==> config.mk <==
export PLATFORM = sky130hd
export DESIGN_NAME = arm_pipelined_mul_sequencer
export DESIGN_NICKNAME = d
export VERILOG_FILES = /design/src/rtl/arm_pipelined_mul_sequencer.sv
export SDC_FILE = /design/constraint.sdc
export NUM_CORES = 1
export LEC_CHECK = 0
export BUFFER_PORTS_ARGS = -buffer_cell sky130_fd_sc_hd__buf_2
export CORE_AREA = 2 2 133 135
export DETAILED_ROUTE_END_ITERATION = 6
export DIE_AREA = 0 0 135 137
export PLACE_DENSITY = 0.81
export RECOVER_POWER = 25
export SETUP_SLACK_MARGIN = 0.02
export SYNTH_ARGS = -nofsm -noshare
export SYNTH_HDL_FRONTEND = slang
export SYNTH_SLANG_ARGS = --single-unit
==> constraint.sdc <==
create_clock -name i_CLK -period 4.65 [get_ports i_CLK]
set_input_delay 0.93 -clock i_CLK [delete_from_list [all_inputs] [get_ports i_CLK]]
set_output_delay 0.93 -clock i_CLK [all_outputs]
set_load 0.02 [all_outputs]
==> src/rtl/arm_pipelined_mul_sequencer.sv <==
// Shift-and-add MUL/MLA sequencer that borrows the execute-stage ALU (ADD only).
// Latency: k MUL cycles (k = highest set bit of B + 1, min 1), plus 1 ACC cycle for MLA, plus 1 DONE cycle.
// Backpressure: none; o_Busy stalls the pipeline and i_Start is ignored unless IDLE (no queueing).
module arm_pipelined_mul_sequencer #(
    parameter int BusWidth = 32
) (
    input  logic                i_CLK,
    input  logic                i_NRESET,
    input  logic                i_Start,
    input  logic                i_Accumulate,
    input  logic [BusWidth-1:0] i_Op_A,
    input  logic [BusWidth-1:0] i_Op_B,
    input  logic [BusWidth-1:0] i_Op_C,
    output logic                o_Busy,
    output logic                o_Done,
    output logic [BusWidth-1:0] o_Result,
    output logic [3:0]          o_Flags,
    output logic                o_ALU_Req,
    output logic [BusWidth-1:0] o_ALU_A,
    output logic [BusWidth-1:0] o_ALU_B,
    output logic [1:0]          o_ALU_Control,
    input  logic [BusWidth-1:0] i_ALU_Out
);

    localparam int CW = (BusWidth > 1) ? $clog2(BusWidth) : 1;

    typedef enum logic [1:0] {
        S_IDLE = 2'b00,
        S_MUL  = 2'b01,
        S_ACC  = 2'b10,
        S_DONE = 2'b11
    } state_t;

    state_t              r_state;
    logic [BusWidth-1:0] r_p;
    logic [BusWidth-1:0] r_d;
    logic [BusWidth-1:0] r_m;
    logic [BusWidth-1:0] r_c;
    logic                r_acc;
    logic [CW-1:0]       r_count;
    logic                r_busy;
    logic                r_done;
    logic                r_req;
    logic [BusWidth-1:0] r_result;
    logic [3:0]          r_flags;

    logic [BusWidth-1:0] w_m_next;
    logic [BusWidth-1:0] w_p_step;
    logic [BusWidth-1:0] w_p_final;
    logic                w_last;

    // Per-iteration datapath: add D only when the current multiplier bit is set;
    // the loop ends once no set multiplier bits remain or all bits are consumed.
    assign w_m_next  = r_m >> 1;
    assign w_p_step  = r_m[0] ? i_ALU_Out : r_p;
    assign w_last    = (w_m_next == '0) || (r_count == CW'(BusWidth - 1));
    // Value that lands in the result register on the edge entering DONE.
    assign w_p_final = (r_state == S_ACC) ? i_ALU_Out : w_p_step;

    // Control FSM with registered status outputs, datapath registers and result capture.
    always_ff @(posedge i_CLK or negedge i_NRESET) begin
        if (!i_NRESET) begin
            r_state  <= S_IDLE;
            r_p      <= '0;
            r_d      <= '0;
            r_m      <= '0;
            r_c      <= '0;
            r_acc    <= 1'b0;
            r_count  <= '0;
            r_busy   <= 1'b0;
            r_done   <= 1'b0;
            r_req    <= 1'b0;
            r_result <= '0;
            r_flags  <= 4'b0000;
        end else begin
            r_done <= 1'b0;
            case (r_state)
                S_IDLE: begin
                    if (i_Start) begin
                        r_d     <= i_Op_A;
                        r_m     <= i_Op_B;
                        r_c     <= i_Op_C;
                        r_acc   <= i_Accumulate;
                        r_p     <= '0;
                        r_count <= '0;
                        r_busy  <= 1'b1;
                        r_req   <= 1'b1;
                        r_state <= S_MUL;
                    end
                end
                S_MUL: begin
                    r_p     <= w_p_step;
                    r_d     <= r_d << 1;
                    r_m     <= w_m_next;
                    r_count <= r_count + CW'(1);
                    if (w_last) begin
                        if (r_acc) begin
                            r_state <= S_ACC;
                        end else begin
                            r_state  <= S_DONE;
                            r_req    <= 1'b0;
                            r_done   <= 1'b1;
                            r_result <= w_p_final;
                            r_flags  <= {w_p_final[BusWidth-1], (w_p_final == '0), 2'b00};
                        end
                    end
                end
                S_ACC: begin
                    r_p      <= i_ALU_Out;
                    r_state  <= S_DONE;
                    r_req    <= 1'b0;
                    r_done   <= 1'b1;
                    r_result <= w_p_final;
                    r_flags  <= {w_p_final[BusWidth-1], (w_p_final == '0), 2'b00};
                end
                S_DONE: begin
                    r_busy  <= 1'b0;
                    r_state <= S_IDLE;
                end
                default: begin
                    r_busy  <= 1'b0;
                    r_req   <= 1'b0;
                    r_state <= S_IDLE;
                end
            endcase
        end
    end

    // ALU operand steering: accumulate with D during MUL, add the addend during ACC, idle at zero.
    always_comb begin
        o_ALU_A = '0;
        o_ALU_B = '0;
        case (r_state)
            S_MUL: begin
                o_ALU_A = r_p;
                o_ALU_B = r_d;
            end
            S_ACC: begin
                o_ALU_A = r_p;
                o_ALU_B = r_c;
            end
            default: begin
                o_ALU_A = '0;
                o_ALU_B = '0;
            end
        endcase
    end

    assign o_ALU_Control = 2'b00;
    assign o_Busy        = r_busy;
    assign o_Done        = r_done;
    assign o_ALU_Req     = r_req;
    assign o_Result      = r_result;
    assign o_Flags       = r_flags;

endmodule

==> parameters.txt, run 1 <==
Parameter                              Value

Run status
  Result of the run ... complete, but fails checks
  Violations in the final reports ... max-capacitance violations, max-slew violations

Pwr
  Net switching power figure ... 3.91 mW
  Pwr Total ... 9.04 mW
  Reg power frac ... 31.9%
  Leakage power ... 5.24 nW
  Clk network pwr share ... 15.2%
  Total power per unit cell area ... 818 mW/mm2
  Internal power of the cells ... 5.13 mW
  Maximum resistive drop on vdd ... 0.371 mV
  Part of the power in combinational logic ... 52.9%
  Sw Share ... 43.2%

Timing
  Final-report setup violation count ... 0
  Final hold violation count ... 0
  Minimum clock period ... 3.47 ns
  Minimum hold slack ... 0.508 ns
  Max-Slew Margin vs Limit ... -56.6%
  Max-slew violation count ... 92
  Post-Route Skew ... 0.0149 ns
  Sum of negative setup slack ... 0 ns
  Worst Slack Setup Final ... 1.18 ns
  Slew of the pin with the lowest slew margin ... 2.35 ns
  Share of the clock period used by the worst path ... 74.6%
  Maximum clock frequency ... 288 MHz
  RSZ-0062 raised after global routing ... false

Clock tree
  H-tree depth ... 4
  Post-CTS Repair Setup Buffers ... 0
  Number of buffers added by the clock tree synthesis step ... 17
  Clk sinks ... 172
  Clock-pin slew reported for the worst setup and hold paths after clock tree synthesis ... 0.06 ns
  Number of hold buffers added after CTS ... 0
  CTS tree ... done
  Buffer cell driving the clock tree root ... sky130_fd_sc_hd__clkbuf_16
  Insertion delay of the later-clocked pin in the worst-skew pair ... 0.42 ns
  Bufs on Longest Clock Path ... 2
  Resize count post-CTS ... 0

Global routing
  Global route total overflow ... 0
  Global-route wire length before repair ... 37500 um
  Largest net degree at the start of global routing ... 93
  Via count of the first global-routing pass ... 7324
  Overall global routing resource usage ... 25.5%
  Antenna violations before repair ... 2

Route
  Routed via count divided by cell count ... 5.62
  Post-detailed-route wirelength per cell ... 17.6 um
  Total Wirelength ... 23300 um
  DR pass1 iterations ... 5
  Total number of vias ... 7430
  Number of DRC markers after the initial detailed-route iteration ... 538
  DRC violations left ... 0
  Post-route antenna net violation count ... 0

Finish
  Most frequent cells in the layout ... 231 x sky130_fd_sc_hd__buf_2, 171 x sky130_fd_sc_hd__dfrtp_1, 103 x sky130_fd_sc_hd__o21ai_0
  Share of final-layout standard cells stronger than drive strength 1 ... 34.7%
  Fill cell total of the finished layout ... 1354
  Cell Count, Final, Fillers Out ... 1323
  Total Nets Final ... 1223
  Final design utilization ... 64.8%
  Most common library cell in the layout ignoring fill and taps ... sky130_fd_sc_hd__buf_2
  Area growth syn-to-layout ... 19.8%
  Post-Layout Inst Area ... 0.0111 mm2

Synthesis
  Netlist cell types ... 38
  Post-Synthesis Mean Instance Area ... 10.3 um2
  Portion of the post-synthesis area used by sequential elements ... 46.6%
  Mapped Area ... 0.00923 mm2
  Number of cells produced by synthesis ... 892
  Number of flops mapped to enable cells by yosys ... 0
  Post-synthesis async set-or-reset flop share ... 100%
  Synth Flop Type ... sky130_fd_sc_hd__dfrtp_1
  Yosys synthesis warning count ... 0
  Number of flip-flops and latches in the synthesized netlist ... 172

Floorplan
  Placeable core region ... 0.0171 mm2
  Die width ... 135 um
  Die Footprint ... 0.0185 mm2
  Chip height ... 137 um
  Number of primary I/O pins ... 237
  Standard-cell row count ... 48
  Starting Density ... 54.1%

Hold path
  Worst hold path type ... flop to flop

Setup path
  Crit. End Element ... primary output
  Delay contributed by the slowest stage of the critical path ... 0.94 ns
  Buffers plus inverters on the worst setup path ... 2
  Largest fanout on the critical path ... 49
  Data arrival time at the worst-slack endpoint ... 2.54 ns
  Element type at the critical path start ... flop
  CP Data Required Time ... 3.72 ns
  Cell breakdown of the critical path ... inv_1, ha_2, a22oi_1, nor2b_1, buf_2
  Critical-path top delay cell ... sky130_fd_sc_hd__ha_2
  Family with the most delay on the worst path ... adder cells
  Critical path class ... flop to primary output

Job
  Max-cap violation count ... 1

Place
  Worst slack at placement ... 1.54 ns
  # placed instances ... 1291
  Sum of net half-perimeters after detailed placement ... 15900 um
  Post-Place Cell Area ... 0.0105 mm2
  Port Buf Inserts ... 232
  Gp weighted congestion ... 0.811
## power groups by stage
stage | Combinational (mW) | Clock (mW) | Sequential, mW
floorplan | 3.58 | 0 | 2.84
global placement | 4.67 | 0 | 2.85
finish | 4.78 | 1.37 | 2.88
CTS | 4.82 | 1.40 | 2.86
global route | 5.27 | 1.45 | 2.97
detailed placement | 4.82 | 0 | 2.88
## final cells by class
| cell class | instances | area [um2] | share of cell area (%) |
|---|---|---|---|
| Antenna cell | 1 | 2.50 | 0.0226 |
| Clock buffer | 22 | 474 | 4.29 |
| Clock inverter | 9 | 87.6 | 0.792 |
| Inverter | 7 | 26.3 | 0.238 |
| Multi-Input combinational cell | 642 | 4610 | 41.7 |
| Sequential cell | 172 | 4310 | 38.9 |
| Tap cell | 225 | 282 | 2.55 |
| Timing Repair Buffer | 245 | 1270 | 11.5 |
## per-layer routing
layer  vias up  part of all wire (%)  GRT usage, %
li1       3538                     -             -
met1      3577                    45          34.0
met2       280                    47          41.0
met3        33                   6.9          5.89
met4         2                   1.8          8.85
met5         -                 0.073             0
## worst reg2reg max path, stage by stage, from the launching register on
cell	delay [ns]
sky130_fd_sc_hd__dfrtp_1	0.44
sky130_fd_sc_hd__inv_1	0.11
sky130_fd_sc_hd__ha_2	1.07
sky130_fd_sc_hd__nand2_1	0.92
sky130_fd_sc_hd__o21ai_0	0.44
## cells in the mapped netlist (7+ instances only)
cell | count | area share (%)
sky130_fd_sc_hd__inv_1 | 7 | 0.28
sky130_fd_sc_hd__nor2b_1 | 43 | 2.9
sky130_fd_sc_hd__mux2_2 | 70 | 8.5
sky130_fd_sc_hd__dfrtp_1 | 172 | 47
sky130_fd_sc_hd__nand4_1 | 7 | 0.47
sky130_fd_sc_hd__buf_2 | 15 | 0.81
sky130_fd_sc_hd__mux2i_1 | 87 | 9.4
sky130_fd_sc_hd__nor2_1 | 35 | 1.4
sky130_fd_sc_hd__nand2_1 | 97 | 3.9
sky130_fd_sc_hd__a22oi_1 | 39 | 3.2
sky130_fd_sc_hd__a21oi_1 | 33 | 1.8
sky130_fd_sc_hd__a31oi_1 | 11 | 0.75
sky130_fd_sc_hd__clkbuf_1 | 45 | 1.8
sky130_fd_sc_hd__mux2_4 | 30 | 4.9
sky130_fd_sc_hd__and2_1 | 32 | 2.2
sky130_fd_sc_hd__o21ai_0 | 103 | 5.6
sky130_fd_sc_hd__nor4_1 | 23 | 1.6
## kinds of logic (layout without fill, tap and decap cells)
family,count (synthesis),in the layout,share of synthesized area (%)
other,1,5,0.0406
buffers and inverters,81,283,3.94
and+or+nand+nor,248,248,13.2
DFF,172,172,46.6
muxes,187,187,22.9
adders and majority gates,6,6,0.813
AOI/OAI and AO/OA,197,197,12.5
## sequential cells by signal, indices dropped and copies added, names as in the netlist
name	flops
r_acc	1
r_count	5
o_Done	1
o_Flags	2
r_p	32
r_state	2
o_Busy	1
r_d	32
o_Result	31
r_m	32
r_c	32
o_ALU_Req	1
## worst paths after layout
path,start,end,slack [ns],depth (start not counted)
min in group asynchronous,i_NRESET,o_Result[15],1.18,1
max,r_state[0],o_ALU_B[16],1.18,5
max reg2reg,r_state[0],r_p[10],1.55,4
max in group asynchronous,i_NRESET,r_m[24],1.51,2
min,o_Result[27],o_Result[27],0.51,1
min reg2reg,o_Result[27],o_Result[27],0.51,1
Note: power is estimated with default switching activity, not from simulation.
==> run 2, diff against run 1 <==
Settings changed: CORE_AREA 2 2 133 135 to 2 2 134 136, DIE_AREA 0 0 135 137 to 0 0 136 138, PLACE_DENSITY 0.81 to 0.8.
Clock period 4.65 ns to 3.2 ns, I/O delays scaled along.
==> run 2 against run 1 <==
- the flow still finishes with violations (max-capacitance violations, max-slew violations)
- combinational power is 48% higher
- worst setup slack got worse by 0.94 ns
- sequential share of layout area down 0.34 points
==> parameters.txt, run 2 (synthesis results as in run 1) <==
Parameter                              Value

Pwr
  Part of the power in combinational logic ... 53.5%
  Reg power frac ... 31.6%
  Internal power of the cells ... 7.54 mW
  Pwr Total ... 13.3 mW
  Maximum resistive drop on vdd ... 0.605 mV
  Leakage power ... 5.29 nW
  Clk network pwr share ... 14.9%
  Net switching power figure ... 5.73 mW
  Sw Share ... 43.2%
  Total power per unit cell area ... 1190 mW/mm2

Run status
  Result of the run ... complete, but fails checks
  Violations in the final reports ... max-capacitance violations, max-slew violations

Job
  Max-cap violation count ... 1

Clock tree
  Resize count post-CTS ... 0
  Clock-pin slew reported for the worst setup and hold paths after clock tree synthesis ... 0.07 ns
  Clk sinks ... 172
  Bufs on Longest Clock Path ... 2
  Number of buffers added by the clock tree synthesis step ... 17
  Buffer cell driving the clock tree root ... sky130_fd_sc_hd__clkbuf_16
  Post-CTS Repair Setup Buffers ... 0
  H-tree depth ... 4
  Number of hold buffers added after CTS ... 0
  CTS tree ... done
  Insertion delay of the later-clocked pin in the worst-skew pair ... 0.42 ns

Finish
  Fill cell total of the finished layout ... 1490
  Antenna Diode Count ... 0
  Most frequent cells in the layout ... 231 x sky130_fd_sc_hd__buf_2, 171 x sky130_fd_sc_hd__dfrtp_1, 103 x sky130_fd_sc_hd__o21ai_0
  Share of final-layout standard cells stronger than drive strength 1 ... 35.4%
  Area growth syn-to-layout ... 20.8%
  Final design utilization ... 63.6%
  Post-Layout Inst Area ... 0.0112 mm2
  Most common library cell in the layout ignoring fill and taps ... sky130_fd_sc_hd__buf_2
  Total Nets Final ... 1233

Route
  Post-detailed-route wirelength per cell ... 17.5 um
  Routed via count divided by cell count ... 5.59
  Number of DRC markers after the initial detailed-route iteration ... 493
  Total Wirelength ... 23400 um
  Total number of vias ... 7470
  Post-route antenna net violation count ... 0
  DRC violations left ... 0
  DR pass1 iterations ... 5

Floorplan
  Number of primary I/O pins ... 237
  Chip height ... 138 um
  Placeable core region ... 0.0175 mm2
  Standard-cell row count ... 49
  Starting Density ... 52.6%
  Die width ... 136 um
  Die Footprint ... 0.0188 mm2

Setup path
  Delay contributed by the slowest stage of the critical path ... 0.65 ns
  Data arrival time at the worst-slack endpoint ... 2.32 ns
  Element type at the critical path start ... flop
  Cell breakdown of the critical path ... inv_1, ha_2, buf_4, and2_1, buf_2
  CP Data Required Time ... 2.56 ns
  Critical-path top delay cell ... sky130_fd_sc_hd__ha_2
  Critical path class ... flop to primary output
  Largest fanout on the critical path ... 28
  Crit. End Element ... primary output

Global routing
  Met3 Use GR ... 6.67%
  Overall global routing resource usage ... 25.2%
  Via count of the first global-routing pass ... 7358
  Antenna violations before repair ... 1
  Met2 capacity usage during global routing ... 40.6%
  GRT busiest layer ... met2
  Met1 capacity usage during global routing ... 34.0%
  Largest net degree at the start of global routing ... 69
  Global route total overflow ... 0
  Global-route wire length before repair ... 38100 um

Timing
  Final hold violation count ... 0
  Max-slew violation count ... 69
  RSZ-0062 raised after global routing ... false
  Sum of negative setup slack ... 0 ns
  Max-Slew Margin vs Limit ... -16.2%
  Minimum clock period ... 2.96 ns
  Slew of the pin with the lowest slew margin ... 1.74 ns
  Share of the clock period used by the worst path ... 92.6%
  Final-report setup violation count ... 0
  Maximum clock frequency ... 338 MHz
  Post-Route Skew ... 0.00997 ns

Place
  Port Buf Inserts ... 232
  Sum of net half-perimeters after detailed placement ... 16000 um
  Post-Place Cell Area ... 0.0106 mm2
  Gp weighted congestion ... 0.804

Hold path
  Worst hold path type ... input port to flop
==> run 2: per-layer routing <==
| layer | up-vias | share of wire (%) |
|---|---|---|
| li1 | 3555 | - |
| met1 | 3621 | 44 |
| met2 | 263 | 48 |
| met3 | 29 | 6.5 |
| met4 | 2 | 1.4 |
| met5 | - | 0.056 |
==> run 2: worst paths after layout <==
check | startpoint | to | slack [ns] | cells after the start
worst max-delay path | r_state[0] | o_ALU_A[22] | 0.24 | 5
worst min-delay path | i_Op_C[26] | r_c[26] | 0.45 | 2
worst max register to register | r_state[0] | o_Result[6] | 0.64 | 6
worst min register to register | o_Result[8] | o_Result[8] | 0.51 | 1
max in group asynchronous | i_NRESET | r_c[13] | 0.81 | 2
min in group asynchronous | i_NRESET | r_p[21] | 0.66 | 1
==> run 2: area by class of cell <==
| cell class | count | area, um2 | share of cell area [%] |
|---|---|---|---|
| clock buffers | 20 | 447 | 4.01 |
| multi-input cells | 642 | 4610 | 41.3 |
| flip-flops and latches | 172 | 4310 | 38.6 |
| inverters | 7 | 26.3 | 0.236 |
| well taps | 229 | 287 | 2.57 |
| repair buffers | 255 | 1360 | 12.2 |
| clock inverters | 12 | 114 | 1.02 |
==> run 2: power groups by stage <==
stage | clock network (mW) | logic (mW) | registers, mW
after floorplan | 0 | 5.21 | 4.13
after global placement | 0 | 6.90 | 4.15
after detailed placement | 0 | 7.09 | 4.19
after CTS | 2.01 | 7.10 | 4.17
after global routing | 2.12 | 7.77 | 4.32
final | 1.98 | 7.09 | 4.19
==> run 2: critical path: cells and delay by family (launching register included) <==
| family | cells | cell delay (ns) |
|---|---|---|
| buf+inv | 3 | 0.62 |
| flops | 1 | 0.44 |
| simple gates | 1 | 0.18 |
| fa+ha+maj | 1 | 0.65 |
==> run 2: through the flow <==
| step | instances | worst slack [ns] | hold slack (ns) |
|---|---|---|---|
| final | 1337 | 0.238 | 0.445 |
| after global routing | 1337 | 0.0489 | 0.423 |
| after CTS | 1336 | 0.145 | 0.238 |
| after detailed placement | 1304 | 0.628 | 0.488 |
| after global placement | 1304 | 0.668 | 0.483 |
| after floorplan | 895 | 0.867 | 0.344 |
==> run 3, diff against run 2 <==
Settings changed: PLACE_DENSITY 0.8 to unset, PLACE_DENSITY_LB_ADDON set to 0.2.
==> run 3 against run 2 <==
- the run still ends with max-capacitance violations, max-slew violations left
- sequential share of layout area is 0.15 points lower
- hold slack worse by 0.0029 ns
- non-clock buffer count is 1 lower
- global-route usage is 0.83 points lower
- critical path depth stayed put
- wire length is 2.7% lower
- via count is 0.36% lower
- power is 0.53% higher
- critical path type unchanged
- largest power group unchanged
- highest routed layer unchanged
==> parameters.txt, run 3 (synthesis results as in run 1) <==
Parameter                              Value

Route
  Post-route antenna net violation count ... 0
  Routed via count divided by cell count ... 5.58
  Total number of vias ... 7443
  Total Wirelength ... 22700 um
  Number of DRC markers after the initial detailed-route iteration ... 556
  Post-detailed-route wirelength per cell ... 17.0 um
  DR pass1 iterations ... 5
  DRC violations left ... 0

Finish
  Post-Layout Inst Area ... 0.0112 mm2
  Cell Count, Final, Fillers Out ... 1335
  Area growth syn-to-layout ... 21.3%
  Fill cell total of the finished layout ... 1500
  Most common library cell in the layout ignoring fill and taps ... sky130_fd_sc_hd__buf_2
  Most frequent cells in the layout ... 231 x sky130_fd_sc_hd__buf_2, 171 x sky130_fd_sc_hd__dfrtp_1, 103 x sky130_fd_sc_hd__o21ai_0
  Share of final-layout standard cells stronger than drive strength 1 ... 35.2%
  Total Nets Final ... 1232

Timing
  Maximum clock frequency ... 341 MHz
  Max-slew violation count ... 59
  Sum of negative setup slack ... 0 ns
  Slew of the pin with the lowest slew margin ... 1.57 ns
  Post-Route Skew ... 0.0100 ns
  Max-Slew Margin vs Limit ... -4.63%
  RSZ-0062 raised after global routing ... false
  Final-report setup violation count ... 0
  Worst Slack Setup Final ... 0.265 ns
  Final hold violation count ... 0
  Share of the clock period used by the worst path ... 91.7%
  Minimum clock period ... 2.94 ns

Global routing
  Via count of the first global-routing pass ... 7085
  Global-route wire length before repair ... 36900 um
  Overall global routing resource usage ... 24.4%
  Largest net degree at the start of global routing ... 61
  Global route total overflow ... 0
  Antenna violations before repair ... 3

Floorplan
  Die Footprint ... 0.0188 mm2
  Number of primary I/O pins ... 237
  Die width ... 136 um
  Chip height ... 138 um
  Standard-cell row count ... 49
  Starting Density ... 52.6%
  Placeable core region ... 0.0175 mm2

Run status
  Result of the run ... complete, but fails checks
  Violations in the final reports ... max-capacitance violations, max-slew violations

Place
  Port Buf Inserts ... 232
  Worst slack at placement ... 0.588 ns
  Post-Place Cell Area ... 0.0106 mm2
  Sum of net half-perimeters after detailed placement ... 15300 um
  # placed instances ... 1303
  Gp weighted congestion ... 0.756

Pwr
  Total power per unit cell area ... 1190 mW/mm2
  Leakage power ... 5.31 nW
  Maximum resistive drop on vdd ... 0.792 mV

Hold path
  Worst hold path type ... input port to flop

Clock tree
  Number of buffers added by the clock tree synthesis step ... 17
  CTS tree ... done
  Buffer cell driving the clock tree root ... sky130_fd_sc_hd__clkbuf_16
  Clock-pin slew reported for the worst setup and hold paths after clock tree synthesis ... 0.07 ns
  H-tree depth ... 4
  Insertion delay of the later-clocked pin in the worst-skew pair ... 0.42 ns
  Clk sinks ... 172
  Resize count post-CTS ... 0
  Number of hold buffers added after CTS ... 0
  Post-CTS Repair Setup Buffers ... 0
  Bufs on Longest Clock Path ... 2

Setup path
  Element type at the critical path start ... flop
  Data arrival time at the worst-slack endpoint ... 2.30 ns
  Largest fanout on the critical path ... 35
  Crit. End Element ... primary output
  Critical-path top delay cell ... sky130_fd_sc_hd__ha_2
  Cell breakdown of the critical path ... inv_1, ha_2, a22oi_1, nor2b_1, buf_2
  Delay contributed by the slowest stage of the critical path ... 0.71 ns
  Critical path class ... flop to primary output
  CP Data Required Time ... 2.56 ns

Job
  Max-cap violation count ... 1
run 3: changes by cell type in the layout (fill, tap and decap cells not counted), sizes merged:
cell,delta
clkbuf,-2
clkinv,-2
buf,+1
bufinv,+1
clkinvlp,-1
diode,+1
run 3: worst paths after layout:
| path | cells after the start | endpoint | start | slack [ns] |
|---|---|---|---|---|
| max in group asynchronous | 1 | r_m[0] | i_NRESET | 1.54 |
| min reg2reg | 1 | o_Result[27] | o_Result[27] | 0.50 |
| max | 5 | o_ALU_B[30] | r_state[0] | 0.26 |
| max reg2reg | 5 | r_d[16] | r_state[1] | 0.80 |
| min | 2 | r_c[18] | i_Op_C[18] | 0.44 |
| min in group asynchronous | 1 | o_Result[21] | i_NRESET | 0.61 |
run 3: area by class of cell:
class | instances | area, um2 | area share, %
clock buffer | 20 | 437 | 3.90
clock inverter | 10 | 119 | 1.06
inverter | 7 | 26.3 | 0.235
tap | 229 | 287 | 2.56
antenna | 1 | 2.50 | 0.0224
sequential | 172 | 4310 | 38.5
timing repair buffer | 254 | 1410 | 12.6
multi-input combinational | 642 | 4610 | 41.2
run 3: layer usage:
| metal | routed length [um] | vias to the layer above | track usage (%) | part of all wire (%) |
|---|---|---|---|---|
| met1 | 10300 | 3632 | 34.5 | 45 |
| met4 | 274 | 2 | 5.87 | 1.2 |
| met3 | 1380 | 20 | 5.72 | 6.1 |
| met5 | 7 | - | 0 | 0.031 |
| met2 | 10700 | 218 | 38.2 | 47 |
| li1 | - | 3571 | - | - |
run 3: per-stage QoR:
stage          hold WS [ns]  total power [mW]  util, %
3_3_place_gp          0.486              11.2     60.5
5_1_grt               0.431              14.3     63.8
3_5_place_dp          0.488              11.3     60.5
6_report              0.443              13.3     63.8
4_1_cts               0.202              13.4     63.7
2_1_floorplan         0.344              9.34        -
run 3: critical path, delay by kind of cell (launching register included):
kind	cells	cell delay (ns)
buffers and inverters	2	0.33
AO/OA/AOI/OAI	1	0.21
flip-flops	1	0.44
adder cells (fa/ha/maj)	1	0.71
AND/OR/NAND/NOR	1	0.18
run 3: where the power goes:
group	total (mW)	switching [mW]	internal, mW
registers	4.16	0.900	3.26
clock network	2.00	0.855	1.14
logic	7.17	3.93	3.25
